===== src/rtl/rf_write_buffer.sv =====
// rtl/rf_write_buffer.sv - in-order write-back queue in front of the register file with read forwarding
module rf_write_buffer #(
    parameter int N     = 64,
    parameter int DEPTH = 4
) (
    input  logic                       clk_i,
    input  logic                       rst_ni,
    input  logic                       in_valid_i,
    output logic                       in_ready_o,
    input  logic [4:0]                 in_addr_i,
    input  logic [N-1:0]               in_data_i,
    input  logic                       rf_hold_i,
    output logic                       w_o,
    output logic [4:0]                 da_o,
    output logic [N-1:0]               d_o,
    input  logic [4:0]                 sa_i,
    input  logic [4:0]                 sb_i,
    output logic                       fwd_a_hit_o,
    output logic [N-1:0]               fwd_a_data_o,
    output logic                       fwd_b_hit_o,
    output logic [N-1:0]               fwd_b_data_o,
    output logic [$clog2(DEPTH+1)-1:0] count_o,
    output logic                       empty_o,
    output logic                       full_o
);

    localparam int PW = $clog2(DEPTH);
    localparam int CW = $clog2(DEPTH + 1);
    localparam logic [4:0] XZR = 5'd31;

    logic [4:0]    addr_q [DEPTH];
    logic [N-1:0]  data_q [DEPTH];
    logic [DEPTH-1:0] vld_q;
    logic [PW-1:0] wr_ptr_q, rd_ptr_q;
    logic [CW-1:0] count_q;

    logic full, empty, push, pop;

    assign full  = (count_q == CW'(DEPTH));
    assign empty = (count_q == '0);

    // Writes to XZR are handshaken but never stored.
    assign push = in_valid_i & ~full & (in_addr_i != XZR);
    assign pop  = ~empty & ~rf_hold_i;

    assign in_ready_o = ~full;
    assign empty_o    = empty;
    assign full_o     = full;
    assign count_o    = count_q;

    assign w_o  = pop;
    assign da_o = empty ? 5'd0   : addr_q[rd_ptr_q];
    assign d_o  = empty ? '0     : data_q[rd_ptr_q];

    // Storage, pointers and occupancy; the head is freed on the edge the regfile takes it.
    always_ff @(posedge clk_i or negedge rst_ni) begin
        if (!rst_ni) begin
            for (int i = 0; i < DEPTH; i++) begin
                addr_q[i] <= '0;
                data_q[i] <= '0;
            end
            vld_q    <= '0;
            wr_ptr_q <= '0;
            rd_ptr_q <= '0;
            count_q  <= '0;
        end else begin
            if (push) begin
                addr_q[wr_ptr_q] <= in_addr_i;
                data_q[wr_ptr_q] <= in_data_i;
                vld_q[wr_ptr_q]  <= 1'b1;
                wr_ptr_q         <= wr_ptr_q + PW'(1);
            end
            if (pop) begin
                vld_q[rd_ptr_q] <= 1'b0;
                rd_ptr_q        <= rd_ptr_q + PW'(1);
            end
            case ({push, pop})
                2'b10:   count_q <= count_q + CW'(1);
                2'b01:   count_q <= count_q - CW'(1);
                default: count_q <= count_q;
            endcase
        end
    end

    // Walk from head to tail so the last match seen is the youngest pending value.
    function automatic logic [N:0] lookup(input logic [4:0] sel);
        logic [N:0]    res;
        logic [PW-1:0] idx;
        res = '0;
        for (int i = 0; i < DEPTH; i++) begin
            idx = rd_ptr_q + PW'(i);
            if (vld_q[idx] && (addr_q[idx] == sel) && (sel != XZR)) begin
                res = {1'b1, data_q[idx]};
            end
        end
        return res;
    endfunction

    // Forwarding for both read ports, from stored entries only.
    always_comb begin
        fwd_a_hit_o  = 1'b0;
        fwd_a_data_o = '0;
        fwd_b_hit_o  = 1'b0;
        fwd_b_data_o = '0;
        {fwd_a_hit_o, fwd_a_data_o} = lookup(sa_i);
        {fwd_b_hit_o, fwd_b_data_o} = lookup(sb_i);
    end

endmodule


===== config.mk =====
export PLATFORM = sky130hd
export DESIGN_NAME = rf_write_buffer
export DESIGN_NICKNAME = d
export VERILOG_FILES = /design/src/rtl/rf_write_buffer.sv
export SDC_FILE = /design/constraint.sdc
export NUM_CORES = 1
export LEC_CHECK = 0
export CAP_MARGIN = 5
export CORE_ASPECT_RATIO = 1.75
export CORE_UTILIZATION = 44
export DETAILED_ROUTE_END_ITERATION = 10
export HOLD_SLACK_MARGIN = 0.1
export PLACE_DENSITY_LB_ADDON = 0.3
export SYNTH_ARGS = -nofsm -noshare
export SYNTH_HDL_FRONTEND = slang
export SYNTH_SLANG_ARGS = --single-unit

===== constraint.sdc =====
create_clock -name clk_i -period 11.4 [get_ports clk_i]
set_clock_uncertainty 0.2 [all_clocks]
set_input_delay 1.71 -clock clk_i [delete_from_list [all_inputs] [get_ports clk_i]]
set_output_delay 1.71 -clock clk_i [all_outputs]
set_load 0.1 [all_outputs]

==> impl_metrics.json <==
{
  "outcome": "finished clean",
  "syn_nets": 1836,
  "via_count": 17074,
  "post_cts_resize_count": 0,
  "remaining_global_route_overflow": 0,
  "final_nets": 2011,
  "finish.instance_area_sq_mm": 0.02685,
  "clk_path_buf_depth": 3,
  "dpl.cell_count": 2552,
  "clock_tree.root_cell": "sky130_fd_sc_hd__clkbuf_16",
  "share_of_layout_cells_above_drive_strength_1": 0.3584,
  "hold_path.startpoint": "count_o[0]",
  "finished_layout_cells": 2617,
  "postCtsSetupBuffers": 0,
  "fp.dieArea_sq_mm": 0.05204,
  "track_usage": 0.2642,
  "path_clk_slew_ns": 0.06,
  "first_pass_iters": 5,
  "fp.dieH_um": 301.0,
  "grt_max_degree": 126,
  "max_freq_ghz": 0.1167,
  "crit_type": "register to primary output",
  "post-synth-top-area-fraction": 0.3194,
  "synth-warning-count": 0,
  "routability_cong": 0.8911,
  "count_of_buffers_inserted_at_the_top_level_ports": 288,
  "final_min_period_over_clock_period": 0.7516,
  "crit_path_end": "fwd_b_data_o[63]",
  "place_worst_setup_slack_ns": 3.116,
  "synth-seq-cells": 287,
  "floorplan.io_pins": 289,
  "clock_sinks": 287,
  "regToRegSetupSlack_ns": 8.26,
  "cts_inserted_buffers": 30,
  "detailed_router_s_first_iteration_violation_count": 1239,
  "tightestPinTransition_ns": 1.301,
  "die_x_um": 172.9,
  "design.core.area_sq_mm": 0.05046,
  "fin_tns_setup_ns": 0,
  "layout_commonest_cell": "sky130_fd_sc_hd__clkdlybuf4s50_1",
  "h-tree-depth": 1,
  "worstHoldPathType": "register to register",
  "async_flop_share": 1.000,
  "synth.yosys.seq_area_share": 0.3194,
  "postRouteWirelength_um": 68860,
  "maxCapViolCount": 0,
  "sort_of_element_at_the_end_of_the_critical_path": "primary output",
  "rr_endpoint": "vld_q[3]",
  "post_detailed_route_via_to_cell_ratio": 6.524,
  "synth_top_cells_by_area": "sky130_fd_sc_hd__dfrtp_1, sky130_fd_sc_hd__mux4_2, sky130_fd_sc_hd__mux2_2",
  "report.final.hold_viol_count": 0,
  "place_area_sq_mm": 0.02575,
  "worst_setup_path_startpoint": "rd_ptr_q[0]",
  "crit_path_max_fanout": 45,
  "period_needed_ns": 8.569,
  "netlist-cell-type-count": 43,
  "routed_antenna_nets": 0,
  "setup_slack_ns": 2.832,
  "clock_insertion_delay_worst_skew_ns": 0.58,
  "synthCells": 1743,
  "floorplan.rows": 109,
  "reg2regPathDepth": 4,
  "nature_of_the_critical_path_startpoint": "register",
  "areaGrowthSynthToFinish_pct": 19.43,
  "syn_area_per_cell_sq_um": 12.90,
  "synth_edf_count": 0,
  "drc": 0,
  "starting_density": 0.4455,
  "cell_taking_the_most_area_after_synthesis": "sky130_fd_sc_hd__dfrtp_1",
  "vias_in_the_first_global_route": 17992,
  "r2r-start": "rd_ptr_q[1]",
  "route.detailed.wl_per_inst_um": 26.31,
  "required_time_of_the_critical_path_ns": 9.49,
  "post_synth_instance_area_sq_mm": 0.02248,
  "synthFlopType": "sky130_fd_sc_hd__dfrtp_1",
  "slew_viol_final": 0,
  "post_dp_hpwl_um": 43920,
  "setup_viol_count_final": 0,
  "critical_path_arrival_ns": 6.66,
  "mostFrequentLayoutCells": "sky130_fd_sc_hd__clkdlybuf4s50_1, sky130_fd_sc_hd__dfrtp_1, sky130_fd_sc_hd__mux4_2",
  "grt_first_pass_wirelength_um": 105800,
  "slew-limit-headroom": 0.1329,
  "cts_hold_buf": 0,
  "grt_setup_unrepaired": "no",
  "grt_antenna_before_repair": 10,
  "cts_tree": "built"
}
## how the worst min path moves through the flow
stage                            end  slack, ns  cells past startpoint
final                     count_o[0]       0.35                      1
after global routing      count_o[0]       0.39                      1
after CTS                 count_o[2]       0.36                      1
after detailed placement  count_o[2]       0.35                      1
after global placement    data_q[55]       0.34                      1
after floorplan           addr_q[17]       0.33                      1
## per-stage QoR
step,hold slack (ns),utilization
floorplan,0.3263,-
global placement,0.3369,0.5102
detailed placement,0.3497,0.5102
CTS,0.3640,0.5317
global route,0.3902,0.5321
finish,0.3503,0.5321
## cell families (layout without fill, tap and decap cells)
kind of cell | Yosys count | after routing | share of synthesized area
muxes | 680 | 680 | 0.4739
other | 0 | 9 | 0
adders and majority gates | 10 | 10 | 0.005899
and+or+nand+nor | 376 | 376 | 0.07474
xor gates and xnor gates | 45 | 45 | 0.01753
buffers and inverters | 189 | 388 | 0.03779
DFF | 287 | 287 | 0.3194
AOI/OAI and AO/OA | 156 | 156 | 0.07068
## synthesized netlist by cell type (7+ instances only)
| cell type | number |
|---|---|
| sky130_fd_sc_hd__xor2_1 | 7 |
| sky130_fd_sc_hd__o221ai_1 | 75 |
| sky130_fd_sc_hd__inv_1 | 14 |
| sky130_fd_sc_hd__mux2i_1 | 124 |
| sky130_fd_sc_hd__buf_2 | 46 |
| sky130_fd_sc_hd__mux4_2 | 280 |
| sky130_fd_sc_hd__mux2_2 | 276 |
| sky130_fd_sc_hd__a211oi_1 | 7 |
| sky130_fd_sc_hd__dfrtp_1 | 287 |
| sky130_fd_sc_hd__nand3_1 | 13 |
| sky130_fd_sc_hd__xnor2_1 | 38 |
| sky130_fd_sc_hd__clkbuf_1 | 79 |
| sky130_fd_sc_hd__o221ai_2 | 40 |
| sky130_fd_sc_hd__buf_1 | 36 |
| sky130_fd_sc_hd__nor3_1 | 10 |
| sky130_fd_sc_hd__nor2b_1 | 69 |
| sky130_fd_sc_hd__buf_6 | 8 |
| sky130_fd_sc_hd__nor2_1 | 12 |
| sky130_fd_sc_hd__nand2_1 | 249 |
| sky130_fd_sc_hd__nand4_1 | 8 |
| sky130_fd_sc_hd__ha_1 | 9 |
## registers in the layout, summed over array words and instances, names as in the netlist
name      count
addr_q       20
count_o       3
vld_q         4
wr_ptr_q      2
rd_ptr_q      2
data_q      256
## layout make-up
class	instances	area, sq um
clock buffer	41	852.1
inverter	14	52.55
tap	666	833.3
timing repair buffer	318	3126
antenna	9	22.52
sequential	287	7189
multi-input combinational	1267	14550
fill	4322	23610
clock inverter	15	229.0
## critical path: stages, from the launching register on
cell and delay [ns]:
sky130_fd_sc_hd__dfrtp_4 0.92, sky130_fd_sc_hd__inv_1 0.25, sky130_fd_sc_hd__ha_4 0.59, sky130_fd_sc_hd__mux4_2 0.60
sky130_fd_sc_hd__xnor2_1 0.37, sky130_fd_sc_hd__nand2_1 0.23, sky130_fd_sc_hd__nor2_4 0.59, sky130_fd_sc_hd__buf_4 0.66
sky130_fd_sc_hd__a221oi_1 0.20, sky130_fd_sc_hd__o31ai_1 0.41, sky130_fd_sc_hd__clkdlybuf4s50_1 1.20
## metal layers
metal | track usage | routed length, um | part of all wire | vias to the layer above
met1 | 0.3039 | 25450 | 0.37 | 9036
met3 | 0.03775 | 3952 | 0.057 | 165
met4 | 0.1321 | 2972 | 0.043 | 4
met5 | 0 | 27 | 0.00039 | -
li1 | - | - | - | 7214
met2 | 0.4788 | 36460 | 0.53 | 655
Power is left out: the tool's default activity adds up to more than one toggle a clock period on the data nets, which glitch-free logic cannot reach.
